### src/rtl/reg_bank_arbiter.sv
// Round-robin arbiter sharing the single port of the 32 x 32-bit register bank
// between four requesters through a fixed grant / access / acknowledge sequence.
module reg_bank_arbiter #(
  parameter int DATA_W = 32,
  parameter int ADDR_W = 5,
  parameter int N_REQ  = 4
) (
  input  logic                     clk,
  input  logic                     rst_n,
  input  logic [N_REQ-1:0]         req,
  input  logic [N_REQ-1:0]         we,
  input  logic [N_REQ*ADDR_W-1:0]  addr,
  input  logic [N_REQ*DATA_W-1:0]  wdata,
  input  logic [DATA_W-1:0]        rb_rdata,
  output logic [ADDR_W-1:0]        rb_addr,
  output logic                     rb_we,
  output logic [DATA_W-1:0]        rb_wdata,
  output logic [N_REQ-1:0]         gnt,
  output logic [N_REQ-1:0]         ack,
  output logic [DATA_W-1:0]        rdata,
  output logic                     busy
);

  localparam int IDX_W = (N_REQ > 1) ? $clog2(N_REQ) : 1;

  typedef enum logic [1:0] {
    IDLE,
    ACCESS,
    DONE
  } state_e;

  state_e              state_q;
  logic [IDX_W-1:0]    last_q;
  logic [N_REQ-1:0]    gnt_q;
  logic [N_REQ-1:0]    ack_q;
  logic                rb_we_q;
  logic [ADDR_W-1:0]   rb_addr_q;
  logic [DATA_W-1:0]   rb_wdata_q;
  logic [DATA_W-1:0]   rdata_q;
  logic                busy_q;

  logic                found_d;
  logic [IDX_W-1:0]    win_d;
  logic [N_REQ-1:0]    gnt_d;
  logic                win_we_d;
  logic [ADDR_W-1:0]   win_addr_d;
  logic [DATA_W-1:0]   win_wdata_d;

  // Search starts just after the last winner, so the previous owner ranks last.
  always_comb begin
    int unsigned idx;
    idx     = 0;
    found_d = 1'b0;
    win_d   = last_q;
    for (int unsigned i = 1; i <= N_REQ; i++) begin
      idx = (32'(last_q) + i) % N_REQ;
      if (!found_d && req[idx]) begin
        found_d = 1'b1;
        win_d   = IDX_W'(idx);
      end
    end
  end

  always_comb begin
    gnt_d       = '0;
    win_we_d    = 1'b0;
    win_addr_d  = '0;
    win_wdata_d = '0;
    for (int unsigned i = 0; i < N_REQ; i++) begin
      if (IDX_W'(i) == win_d) begin
        gnt_d[i]    = 1'b1;
        win_we_d    = we[i];
        win_addr_d  = addr[i*ADDR_W +: ADDR_W];
        win_wdata_d = wdata[i*DATA_W +: DATA_W];
      end
    end
  end

  always_ff @(posedge clk or negedge rst_n) begin
    if (!rst_n) begin
      state_q    <= IDLE;
      last_q     <= IDX_W'(N_REQ - 1);
      gnt_q      <= '0;
      ack_q      <= '0;
      rb_we_q    <= 1'b0;
      rb_addr_q  <= '0;
      rb_wdata_q <= '0;
      rdata_q    <= '0;
      busy_q     <= 1'b0;
    end else begin
      gnt_q   <= '0;
      ack_q   <= '0;
      rb_we_q <= 1'b0;
      case (state_q)
        ACCESS: begin
          state_q <= DONE;
          ack_q   <= gnt_q;
          busy_q  <= 1'b1;
          if (!rb_we_q) begin
            rdata_q <= rb_rdata;
          end
        end
        // IDLE and DONE are both decision points; DONE may chain into a new ACCESS.
        IDLE, DONE: begin
          if (found_d) begin
            state_q    <= ACCESS;
            last_q     <= win_d;
            gnt_q      <= gnt_d;
            rb_we_q    <= win_we_d;
            rb_addr_q  <= win_addr_d;
            rb_wdata_q <= win_wdata_d;
            busy_q     <= 1'b1;
          end else begin
            state_q <= IDLE;
            busy_q  <= 1'b0;
          end
        end
        default: begin
          state_q <= IDLE;
          busy_q  <= 1'b0;
        end
      endcase
    end
  end

  assign gnt      = gnt_q;
  assign ack      = ack_q;
  assign rb_we    = rb_we_q;
  assign rb_addr  = rb_addr_q;
  assign rb_wdata = rb_wdata_q;
  assign rdata    = rdata_q;
  assign busy     = busy_q;

endmodule

### config.mk
export PLATFORM = sky130hd
export DESIGN_NAME = reg_bank_arbiter
export DESIGN_NICKNAME = d
export VERILOG_FILES = /design/src/rtl/reg_bank_arbiter.sv
export SDC_FILE = /design/constraint.sdc
export NUM_CORES = 1
export LEC_CHECK = 0
export BUFFER_PORTS_ARGS = -buffer_cell sky130_fd_sc_hd__buf_2
export CORE_AREA = 4 4 103 105
export DETAILED_ROUTE_END_ITERATION = 16
export DIE_AREA = 0 0 107 109
export PLACE_DENSITY = 0.89
export SYNTH_ARGS = -nofsm -noshare
export SYNTH_HDL_FRONTEND = slang
export SYNTH_SLANG_ARGS = --single-unit
### constraint.sdc
create_clock -name clk -period 4.13 [get_ports clk]
set_input_delay 0.2065 -clock clk [delete_from_list [all_inputs] [get_ports clk]]
set_output_delay 0.2065 -clock clk [all_outputs]
set_load 0.1 [all_outputs]
Yosys cells after proc, flatten, opt, wreduce, memory -nomap -nowiden
Index checks and enable logic that the tools add are counted.

Register bits: 83. Input bits: 190. Output and inout port bits: 79. Logic and storage cells: 75.

Add/subtract/negate cells: 4. Magnitude comparators: 4. Equality and inequality tests: 5. Muxes and demuxes: 41. Bitwise gates (word level): 1. Reductions and logical operators: 11.

Operator list (count): $mux W32 (4); $mux W1 (20); $mux W5 (4); $lt A2 B3 Y1 const B (4); $mux W4 (3); $bmux W1 S2 (4); $mux W2 (4); $add A2 B1 Y2 const B (2); $add A2 B2 Y2 const B (2); $eq A2 B2 Y1 const A (2); $logic_not A2 Y1 (2); $pmux W2 S2 (1); $reduce_and A2 Y1 (2); $logic_and A1 B1 Y1 (3); $logic_not A1 Y1 (3); $eq A1 B2 Y1 const A (1); $eq A2 B1 Y1 const B (1); $eq A2 B2 Y1 const B (1); $pmux W1 S2 (1); $reduce_or A2 Y1 (1); $not A1 Y1 (1).

Depth between registers and ports, before layout
Gate-level depths: netlist of run 1.

Word-level depth: 20. Depth in mapped cells: 8. Gate-level depth less buffers: 5.

Least setup slack after synthesis of run 1
Ideal clock, no wire load.

Kind: flip-flop to flip-flop. Start: register rb_we_q, in the netlist rb_we. End: register rdata_q[0], in the netlist rdata[0]. Setup time: 0.125 ns. Arrival time: 1.675 ns. Required time: 4.005 ns. Path slack: 2.329 ns. Cell stages (with the launch flop): 4. Buffers on the path: 1. Period minus slack after synthesis: 1.801 ns. Cell sequence: dfrtp_1 > nor2_1 > buf_2 > mux2_2.

Longest elaborated chain between the ends: 2.

RTL lines: from (decl) (RTL line 36) `logic rb_we_q;`; from (signal assigned) (RTL line 109) `rb_we_q <= win_we_d;`; $not A1 Y1 (no line); $reduce_and A2 Y1 (no line); to (signal assigned) (RTL line 100) `rdata_q <= rb_rdata;`; to (decl) (RTL line 39) `logic [DATA_W-1:0] rdata_q;`.

Every way passes these cells. A chain may end at the register's enable or synchronous reset.

Final worst setup path of run 1
Start: register last_q[1]. End: register rb_wdata_q[1], in the netlist rb_wdata[1].

Longest elaborated chain between the ends: 18. Elaborated cells between the ends (all ways): 35.

RTL lines: from (decl) (RTL line 33) `logic [IDX_W-1:0] last_q;`; from (signal assigned) (RTL line 82) `last_q <= IDX_W'(N_REQ - 1);`; from (signal assigned) (RTL line 107) `last_q <= win_d;`; $add A2 B1 Y2 (RTL line 56) `idx = (32'(last_q) + i) % N_REQ;`; $bmux W1 S2 (RTL line 57) `if (!found_d && req[idx]) begin`; $mux W1 (not written as such) (RTL line 57); $mux W1 (RTL line 57); $logic_not A1 Y1 (RTL line 57); $logic_and A1 B1 Y1 (RTL line 57); $mux W1 (RTL line 57); $logic_not A1 Y1 (RTL line 57); $logic_and A1 B1 Y1 (RTL line 57); $mux W1 (RTL line 57); $logic_not A1 Y1 (RTL line 57); $logic_and A1 B1 Y1 (RTL line 57); $mux W2 (RTL line 57); $logic_not A2 Y1 (RTL line 70) `if (IDX_W'(i) == win_d) begin`; $mux W32 (4 in series) (RTL line 70); to (signal assigned) (RTL line 111) `rb_wdata_q <= win_wdata_d;`; to (decl) (RTL line 38) `logic [DATA_W-1:0] rb_wdata_q;`.

Several ways; a longest one is shown, not always the timed one. The select of a mux whose other input is x is not followed.

==> results of run 1 <==
-- through the flow --
stage / util / instance area (um2) / hold slack, ns
floorplan: - / 4000 / -0.0891
global placement: 0.564 / 5440 / 0.432
detailed placement: 0.564 / 5440 / 0.444
CTS: 0.581 / 5600 / 0.0679
global route: 0.581 / 5600 / 0.0690
finish: 0.581 / 5600 / 0.0458
-- final cells by class --
| cell class | count | area share |
|---|---|---|
| flip-flops and latches | 83 | 0.371 |
| clock inverters | 4 | 0.00491 |
| multi-input cells | 218 | 0.319 |
| inverters | 3 | 0.00201 |
| repair buffers | 274 | 0.248 |
| clock buffers | 11 | 0.0252 |
| well taps | 133 | 0.0297 |
-- kinds of logic (layout without fill, tap and decap cells) --
| kind of cell | count (synthesis) | count (layout) | synth area share |
|---|---|---|---|
| buffers and inverters | 27 | 292 | 0.0347 |
| AOI/OAI and AO/OA | 49 | 49 | 0.0995 |
| DFF | 83 | 83 | 0.520 |
| muxes | 107 | 107 | 0.278 |
| and+or+nand+nor | 62 | 62 | 0.0676 |
-- critical path, delay by kind of cell (launching register included) --
family / cells / cell delay [ns]
simple gates: 2 / 0.48
compound gates: 2 / 0.55
flops: 1 / 0.58
buf+inv: 1 / 0.42
mux: 1 / 0.24
-- worst paths after layout --
check / start / end / slack, ns / cells past startpoint
setup / recovery: last_q[1] / rb_wdata[1] / 1.66 / 6
hold / removal: rst_n / rdata[29] / 0.05 / 1
setup reg to reg: last_q[1] / rb_wdata[1] / 1.66 / 6
hold reg to reg: rb_wdata[28] / rb_wdata[28] / 0.49 / 2
max in group asynchronous: rst_n / rb_wdata[10] / 3.43 / 1
min in group clk: rb_rdata[11] / rdata[11] / 0.09 / 2
-- flip-flops by register name, summed over array words and instances (netlist names) --
name / flops
rdata: 32
busy: 1
last_q: 2
rb_we: 1
ack: 4
state_q: 2
gnt: 4
rb_addr: 5
rb_wdata: 32
-- metal layers --
| metal | GRT usage | part of all wire | vias up |
|---|---|---|---|
| li1 | - | - | 1731 |
| met4 | 0.0776 | 0.022 | 2 |
| met2 | 0.354 | 0.51 | 219 |
| met1 | 0.236 | 0.38 | 1789 |
| met5 | 0 | 0.0010 | - |
| met3 | 0.0628 | 0.093 | 24 |
-- layout by cell type, fill, tap and decap left out, types with 3 or more instances in the layout --
master,instances
sky130_fd_sc_hd__a21oi_1,4
sky130_fd_sc_hd__nor2_1,4
sky130_fd_sc_hd__dfrtp_1,81
sky130_fd_sc_hd__mux2i_1,75
sky130_fd_sc_hd__o221ai_1,37
sky130_fd_sc_hd__clkbuf_8,10
sky130_fd_sc_hd__buf_2,267
sky130_fd_sc_hd__mux2_2,32
sky130_fd_sc_hd__nand2_1,42
sky130_fd_sc_hd__and2_1,4
sky130_fd_sc_hd__nand2b_1,4
sky130_fd_sc_hd__buf_4,7
sky130_fd_sc_hd__inv_1,3
==> results.md, run 1 <==
* DRC at 0
* Biggest area consumer among synthesized cells: sky130_fd_sc_hd__dfrtp_1
* Num ports at 269
* RSZ-0062 raised after global routing: no
* Yosys warning total at 0
* Worst clock skew at 0.0136 ns
* Number of gates given a new drive strength after cts at 0
* Count leader, synth: sky130_fd_sc_hd__dfrtp_1
* Starting Density at 0.415
* Antenna Violating Nets Remaining at 0
* Sequential-to-total area share from yosys stat at 0.520
* Crit path DAT at 2.66 ns
* Post-placement cell count at 711
* Net count after synthesis at 518
* CORE AREA at 0.00964 mm2
* Clock period minus worst slack at 2.47 ns
* Min-delay worst type: in2async
* 1st-pass router iterations at 4
* Weighted congestion at the end of routability-driven global placement at 0.844
* Multi-input combinational cell area at 0.00179 mm2
* Total GRT Usage at 0.203
* Aggregate global routing overflow at 0
* Cells after Synth at 328
* Required time of the critical path at 4.33 ns
* Via total after detailed routing at 3765
* Critical path launch point type: flip-flop
* Die area at 0.0117 mm2
* Proportion of layout cells with a drive suffix above 1 at 0.546
* Count of buffers added by post-CTS timing repair for setup at 0
* Final clock period utilization by the worst path at 0.597
* Cell-by-cell listing of the critical path: nand2_1, a31oi_1, nand2_4, buf_4, mux2i_1, o221ai_1
* Setup slack after placement at 1.73 ns
* Final #Nets at 779
* Type of the worst setup path: reg2reg
* IO Port Bufs at 268
* Post-layout worst setup margin at 1.66 ns
* Number of storage elements in the synthesis netlist at 83
* Crit path capture type: flip-flop
* H-tree levels at 3
* Hold Fails Final Rpt at 0
* Pin count of the biggest net entering global routing at 84
* Number of placement rows at 36
* Setup TNS Final at 0 ns
* Antenna violations before repair at 1
* Number of distinct standard cells referenced by the synthesized netlist at 26
* Vias in the first global route at 3858
* Worst slew margin relative to its limit at 0.310
* Clock tree from TritonCTS: built
* Detailed-route wire length per cell at 17.3 um
* Cts bufs inserted at 9
* Die extent in x at 107 um
* Slowest Stage Delay on Critical Path at 0.58 ns
* Flip-flop cell with the highest count after synthesis: sky130_fd_sc_hd__dfrtp_1
* Clock transition at the registers of the reported paths at 0.08 ns
* Max frequency at 406 MHz
* Hold buffer count at CTS at 0
* Drt first-iter violations at 138
* Cell area after synthesis at 0.00400 mm2
* First-pass GRT wire length at 18700 um
* Aggregate routed wire length at 12600 um
* Diode count at 0
* Reg area at 0.00208 mm2
* Final Non-Filler Cells at 726
* CTS Sinks at 83
* Number of buffers on the longest clock path at 2
* Avg Inst Size Synth at 12.2 um2
* DIE HEIGHT at 109 um
* Max FO, Critical Path at 33
* Worst slew pin tran at 1.04 ns
* Biggest area contributors in the synthesized netlist: sky130_fd_sc_hd__dfrtp_1 (51%), sky130_fd_sc_hd__mux2i_1 (19%), sky130_fd_sc_hd__mux2_2 (9.0%), sky130_fd_sc_hd__o221ai_1 (8.1%), sky130_fd_sc_hd__nand2_1 (4.0%)
* Final count of pins violating max slew at 0
* Latest clock arrival within the worst-skew pair at 0.36 ns
* Layout overhead on the synthesized area at 40.2%
* Number of failing setup endpoints in the final timing report at 0
* Number of violations of the max-capacitance limit at 0
* Number of fill cells in the layout at 830
* Cell at the root of the clock tree: sky130_fd_sc_hd__clkbuf_8
* Post-synth EDFFs at 0
* HPWL Detailed at 9710 um
* CP max stage cell: sky130_fd_sc_hd__dfstp_2
* Outcome: finished, final reports clean
* Via count normalized by instance count at 5.19
* Top cells by count, synth: sky130_fd_sc_hd__dfrtp_1 (81), sky130_fd_sc_hd__mux2i_1 (75), sky130_fd_sc_hd__nand2_1 (43)
* Top-area cell type share of the netlist area at 0.507
* Proportion of register bits with asynchronous set or reset after synthesis at 1.00
Power of run 1 is left out: the tool's default activity adds up to more than one toggle a clock period on the data nets, which glitch-free logic cannot reach.
==> run 2, diff against run 1 <==
- CORE_AREA: 4 4 103 105 -> default
- CORE_ASPECT_RATIO: default -> 1.4
- CORE_MARGIN: default -> 4
- CORE_UTILIZATION: default -> 38
- DIE_AREA: 0 0 107 109 -> default
- PLACE_DENSITY: 0.89 -> 0.87
- clock period: 4.13 -> 2.1 ns (I/O delays scaled with it)
==> results.md, run 2 (synthesis gave the netlist of run 1 again) <==
* DIE HEIGHT at 129 um (+19%)
* Proportion of layout cells with a drive suffix above 1 at 0.545 (-0.00137)
* Diode count at 0 (unchanged)
* FF-to-FF setup slack at 0.21 ns (-1.46 ns)
* RSZ-0062 raised after global routing: no
* Min-delay worst type: in2reg
* Clock tree from TritonCTS: built
* Cell at the root of the clock tree: sky130_fd_sc_hd__clkbuf_16
* Leading cell type in the layout, fill and taps excluded: sky130_fd_sc_hd__buf_2
* Number of buffers on the longest clock path at 2 (unchanged)
* Count of buffers added by post-CTS timing repair for setup at 0 (unchanged)
* Critical path launch point type: flip-flop
* Hold Fails Final Rpt at 0 (unchanged)
* DRC at 0 (unchanged)
* Pin count of the biggest net entering global routing at 57 (-32%)
* Via count normalized by instance count at 5.01 (-3.4%)
* Cts bufs inserted at 9 (unchanged)
* Number of failing setup endpoints in the final timing report at 0 (unchanged)
* CTS Sinks at 83 (unchanged)
* Final count of pins violating max slew at 0 (unchanged)
* Outcome: finished, final reports clean
* Crit path DAT at 2.07 ns (-0.59 ns)
* Worst Min Path Start: rb_rdata[7]
* Vias in the first global route at 3755 (-2.7%)
* Aggregate global routing overflow at 0 (unchanged)
* Aggregate routed wire length at 11700 um (-7.2%)
* Post-Layout Inst Area at 0.00586 mm2 (+4.6%)
* Worst Hold End: rdata[7]
* Worst R2R Start: last_q[1]
* Crit path capture type: flip-flop
* Number of violations of the max-capacitance limit at 0 (unchanged)
* Most used cells in the layout excluding fill and tap cells: sky130_fd_sc_hd__buf_2 (267), sky130_fd_sc_hd__dfrtp_1 (81), sky130_fd_sc_hd__mux2i_1 (75)
* HPWL Detailed at 9180 um (-5.4%)
* CORE AREA at 0.0103 mm2 (+7.4%)
* Weighted congestion at the end of routability-driven global placement at 0.782 (-7.4%)
* IO Port Bufs at 268 (unchanged)
* Antenna Violating Nets Remaining at 0 (unchanged)
* Detailed-route wire length per cell at 15.8 um (-8.7%)
* H-tree levels at 3 (unchanged)
* Final clock period utilization by the worst path at 0.902 (+0.305)
* Die extent in x at 94.7 um (-12%)
* Starting Density at 0.386 (-0.0285)
* Placed standard-cell area at 0.00549 mm2 (+1.1%)
* Number of placement rows at 44 (+22%)
* Worst slew margin relative to its limit at 0.655 (+0.346)
* Via total after detailed routing at 3696 (-1.8%)
* Layout overhead on the synthesized area at 46.6%
* Antenna violations before repair at 1 (unchanged)
* Num ports at 269 (unchanged)
* Total GRT Usage at 0.182 (-0.0210)
* Max frequency at 528 MHz (+30%)
* Type of the worst setup path: reg2reg
* Worst clock skew at 0.00650 ns (-0.00711 ns)
* Clock transition at the registers of the reported paths at 0.06 ns (-0.02 ns)
* First-pass GRT wire length at 17400 um (-6.8%)
* Worst reg2reg path depth at 6 (unchanged)
* Worst slew pin tran at 0.521 ns (-0.515 ns)
* Drt first-iter violations at 85 (-38%)
* 1st-pass router iterations at 6 (+2)
* Number of cells on the worst hold path at 2
* Crit Reg-Reg Endpoint: rb_wdata[3]
* Latest clock arrival within the worst-skew pair at 0.32 ns (-0.04 ns)
* Clock period minus worst slack at 1.89 ns (-0.572 ns)
* Final #Nets at 785 (+0.77%)
* Setup TNS Final at 0 ns (unchanged)
* Die area at 0.0122 mm2 (+5.0%)
* Max FO, Critical Path at 23 (-30%)
* Required time of the critical path at 2.27 ns (-2.06 ns)
run 2: through the flow:
step,setup slack (ns),utilization,hold slack [ns],instances
floorplan,0.299,-,-0.191,328
global placement,0.265,0.531,0.0670,718
detailed placement,0.207,0.531,0.0780,718
CTS,0.195,0.565,0.000393,737
global route,0.0564,0.566,0.00141,738
finish,0.206,0.566,0.0128,738
run 2: worst max-delay path by stage:
stage / cells after the start / slack, ns / start / endpoint
floorplan: 3 / 0.30 / rb_we / rdata[0]
global placement: 6 / 0.27 / last_q[1] / rb_wdata[22]
detailed placement: 6 / 0.21 / last_q[1] / rb_wdata[3]
CTS: 6 / 0.19 / last_q[1] / rb_wdata[3]
global route: 6 / 0.06 / last_q[1] / rb_wdata[9]
finish: 6 / 0.21 / last_q[1] / rb_wdata[3]
run 2: area by class of cell:
class / count / area (um2)
flip-flops and latches: 83 / 2080
fillers: 914 / 4490
clock buffers: 11 / 243
inverters: 3 / 11.3
well taps: 138 / 173
clock inverters: 5 / 85.1
repair buffers: 280 / 1480
multi-input cells: 218 / 1790
run 2: layer usage:
metal | global-route usage | vias to the layer above | wire [um]
li1 | - | 1766 | -
met1 | 0.192 | 1732 | 4230
met2 | 0.340 | 186 | 6230
met3 | 0.0587 | 10 | 1090
met4 | 0.0561 | 2 | 95
met5 | 0 | - | 13
run 2: what timing repair did:
item	in CTS	in global routing
endpoints found under the hold margin	33	1
hold buffers	3	1
gates resized for setup	0	0
run 2: worst max-delay path: stages, from the launching register on:
cell and delay, ns:
sky130_fd_sc_hd__dfstp_2 0.58, sky130_fd_sc_hd__nand2_1 0.08, sky130_fd_sc_hd__a31oi_1 0.36, sky130_fd_sc_hd__nand2_4 0.10, sky130_fd_sc_hd__buf_4 0.26, sky130_fd_sc_hd__mux2i_1 0.21
sky130_fd_sc_hd__o221ai_1 0.16
Power of run 2 is left out for the same reason.
==> run 3, diff against run 2 <==
- ABC_AREA: default -> 1
- CORE_MARGIN: 4 -> 5
- CORE_UTILIZATION: 38 -> 42
- PLACE_DENSITY: 0.87 -> 0.88
==> results.md, run 3 <==
* Cell area after synthesis at 0.00511 mm2 (+28%)
* Placed standard-cell area at 0.00669 mm2 (+22%)
* Top cells by count, synth: sky130_fd_sc_hd__nand2_1 (191), sky130_fd_sc_hd__dfrtp_1 (81), sky130_fd_sc_hd__nand3_1 (74)
* Die area at 0.0145 mm2 (+19%)
* Cells after Synth at 651 (+98%)
* Net count after synthesis at 841 (+62%)
* Violated checks: negative setup slack
* Number of cells on the worst hold path at 2 (unchanged)
* Worst clock skew at 0.00843 ns (+0.00192 ns)
* Biggest area contributors in the synthesized netlist: sky130_fd_sc_hd__dfrtp_1 (40%), sky130_fd_sc_hd__nand2_1 (14%), sky130_fd_sc_hd__nand3_1 (7.2%), sky130_fd_sc_hd__mux2_2 (5.5%), sky130_fd_sc_hd__nand3b_1 (5.4%)
* Type of the worst setup path: reg2reg
* Worst R2R Start: last_q[0]
* Cts bufs inserted at 9 (unchanged)
* Aggregate routed wire length at 18500 um (+59%)
* Number of failing setup endpoints in the final timing report at 37 (+37)
* Number of violations of the max-capacitance limit at 0 (unchanged)
* DRC at 0 (unchanged)
* Biggest area consumer among synthesized cells: sky130_fd_sc_hd__dfrtp_1
* Required time of the critical path at 2.38 ns (+0.11 ns)
* HPWL Detailed at 12900 um (+41%)
* IO Port Bufs at 268 (unchanged)
* Count leader, synth: sky130_fd_sc_hd__nand2_1
* Leading cell type in the layout, fill and taps excluded: sky130_fd_sc_hd__buf_2
* Number of storage elements in the synthesis netlist at 83 (unchanged)
* Sequential-to-total area share from yosys stat at 0.407 (-0.114)
* Pin count of the biggest net entering global routing at 45 (-21%)
* Worst slew margin relative to its limit at 0.618 (-0.0373)
* Yosys warning total at 0 (unchanged)
* Number of fill cells in the layout at 980 (+7.2%)
* Clock transition at the registers of the reported paths at 0.07 ns (about the same)
* Final #Nets at 1131 (+44%)
* Layout overhead on the synthesized area at 47.7%
* Antenna violations before repair at 1 (unchanged)
* Cell at the root of the clock tree: sky130_fd_sc_hd__clkbuf_16
* Post-synth EDFFs at 0 (unchanged)
* Num ports at 269 (unchanged)
* Aggregate global routing overflow at 0 (unchanged)
* CTS Sinks at 83 (unchanged)
* Diode count at 0 (unchanged)
* Weighted congestion at the end of routability-driven global placement at 0.925 (+18%)
* Worst Hold End: rdata[5]
* RSZ-0062 raised after global routing: yes
* Hold Fails Final Rpt at 0 (unchanged)
* Max FO, Critical Path at 12 (-48%)
* Vias in the first global route at 5752 (+53%)
* Most used cells in the layout excluding fill and tap cells: sky130_fd_sc_hd__buf_2 (267), sky130_fd_sc_hd__nand2_1 (176), sky130_fd_sc_hd__dfrtp_1 (80)
* Via total after detailed routing at 5765 (+56%)
* Clock tree from TritonCTS: built
* Proportion of register bits with asynchronous set or reset after synthesis at 1.00 (unchanged)
* Flip-flop cell with the highest count after synthesis: sky130_fd_sc_hd__dfrtp_1
* 1st-pass router iterations at 6 (unchanged)
* Worst Min Path Start: rb_rdata[5]
* Drt first-iter violations at 387 (+360%)
* Die extent in x at 103 um (+9.1%)
* Latest clock arrival within the worst-skew pair at 0.34 ns (+0.02 ns)
* Post-Layout Inst Area at 0.00755 mm2 (+29%)
* Number of buffers on the longest clock path at 2 (unchanged)
* First-pass GRT wire length at 27100 um (+56%)
* Via count normalized by instance count at 5.27 (+5.3%)
* Max frequency at 455 MHz (-14%)
* CORE AREA at 0.0119 mm2 (+15%)
* Proportion of layout cells with a drive suffix above 1 at 0.428 (-0.117)
* Reg area at 0.00208 mm2 (about the same)
* Crit path capture type: flip-flop
* Total GRT Usage at 0.235 (+0.0522)
* Top-area cell type share of the netlist area at 0.396 (-0.111)
* Starting Density at 0.431 (+0.0443)
* Crit Reg-Reg Endpoint: rb_wdata[14]
* Worst reg2reg path depth at 15 (+9)
* H-tree levels at 3 (unchanged)
* Avg Inst Size Synth at 7.86 um2 (-36%)
* FF-to-FF setup slack at -0.1 ns (-0.30 ns)
* Multi-input combinational cell area at 0.00261 mm2 (+46%)
* Number of placement rows at 47 (+6.8%)
* Number of distinct standard cells referenced by the synthesized netlist at 31 (+19%)
* Min-delay worst type: in2reg
* DIE HEIGHT at 141 um (+8.7%)
* Critical path launch point type: flip-flop
* Crit path DAT at 2.48 ns (+0.41 ns)
* Antenna Violating Nets Remaining at 0 (unchanged)
* Outcome: finished, violations left
* Post-layout worst setup margin at -0.0981 ns (-0.304 ns)
* Detailed-route wire length per cell at 16.9 um (+7.3%)
* Worst slew pin tran at 0.573 ns (+0.0524 ns)
* Clock period minus worst slack at 2.20 ns (+0.304 ns)
* Final count of pins violating max slew at 0 (unchanged)
* Final clock period utilization by the worst path at 1.05 (+0.145)
## run 3: layer usage
layer	track usage	wire, um	up-vias
met5	0	8	-
met4	0.0975	812	2
met3	0.0583	1670	69
met2	0.409	9410	330
met1	0.268	6630	2656
li1	-	-	2708
## run 3: cell type report
cell class	count	area share
clock buffers	9	0.0298
clock inverters	7	0.00795
inverters	63	0.0340
multi-input cells	457	0.346
flip-flops and latches	83	0.275
well taps	147	0.0243
repair buffers	327	0.283
## run 3: worst max-delay path: stages (launching register included)
cell and delay [ns]:
sky130_fd_sc_hd__dfstp_2 0.60, sky130_fd_sc_hd__clkinv_4 0.12, sky130_fd_sc_hd__nand2_2 0.10, sky130_fd_sc_hd__nand2_4 0.07, sky130_fd_sc_hd__buf_4 0.14, sky130_fd_sc_hd__a21oi_2 0.14, sky130_fd_sc_hd__nand2_2 0.08, sky130_fd_sc_hd__nand2_1 0.10
sky130_fd_sc_hd__nor2_2 0.06, sky130_fd_sc_hd__nor2_4 0.13, sky130_fd_sc_hd__buf_4 0.16, sky130_fd_sc_hd__clkbuf_16 0.18, sky130_fd_sc_hd__nand3_1 0.09, sky130_fd_sc_hd__nand3_1 0.08, sky130_fd_sc_hd__nand2_1 0.05, sky130_fd_sc_hd__nand2_1 0.05
## run 3: logic make-up (layout without fill, tap and decap cells)
group | after synthesis | count (layout) | synth area share
DFF | 83 | 83 | 0.407
AOI/OAI and AO/OA | 37 | 37 | 0.0369
and+or+nand+nor | 388 | 388 | 0.378
muxes | 32 | 32 | 0.0705
buffers and inverters | 111 | 406 | 0.108
## run 3: worst max path at each step
| stage | startpoint | endpoint | slack, ns |
|---|---|---|---|
| floorplan | last_q[1] | rb_addr[3] | 0.16 |
| global route | last_q[0] | rb_wdata[1] | -0.19 |
| finish | last_q[0] | rb_wdata[14] | -0.1 |
| global placement | last_q[0] | rb_wdata[16] | 0.02 |
| detailed placement | last_q[0] | rb_wdata[30] | -0.007 |
| CTS | last_q[0] | rb_wdata[30] | 0.004 |
## run 3: timing repair
action                                 4_1_cts  5_1_grt
setup endpoints to repair                   18       43
buffers inserted                             0        6
pin swaps                                    2       13
hold buffers                                26        0
gates cloned                                 0        5
endpoints found under the hold margin       62        0
gates resized for setup                      4       46
## run 3: per-stage QoR
stage	setup TNS [ns]	hold WS (ns)	instances	worst slack (ns)	util
2_1_floorplan	0	-0.191	651	0.162	-
5_1_grt	-6.27	0.00311	1093	-0.191	0.636
3_3_place_gp	0	0.139	1040	0.0214	0.563
3_5_place_dp	-0.0144	0.142	1040	-0.00721	0.563
4_1_cts	0	0.00353	1082	0.00376	0.610
6_report	-1.90	0.0152	1093	-0.0981	0.636
Power of run 3 is left out for the same reason.
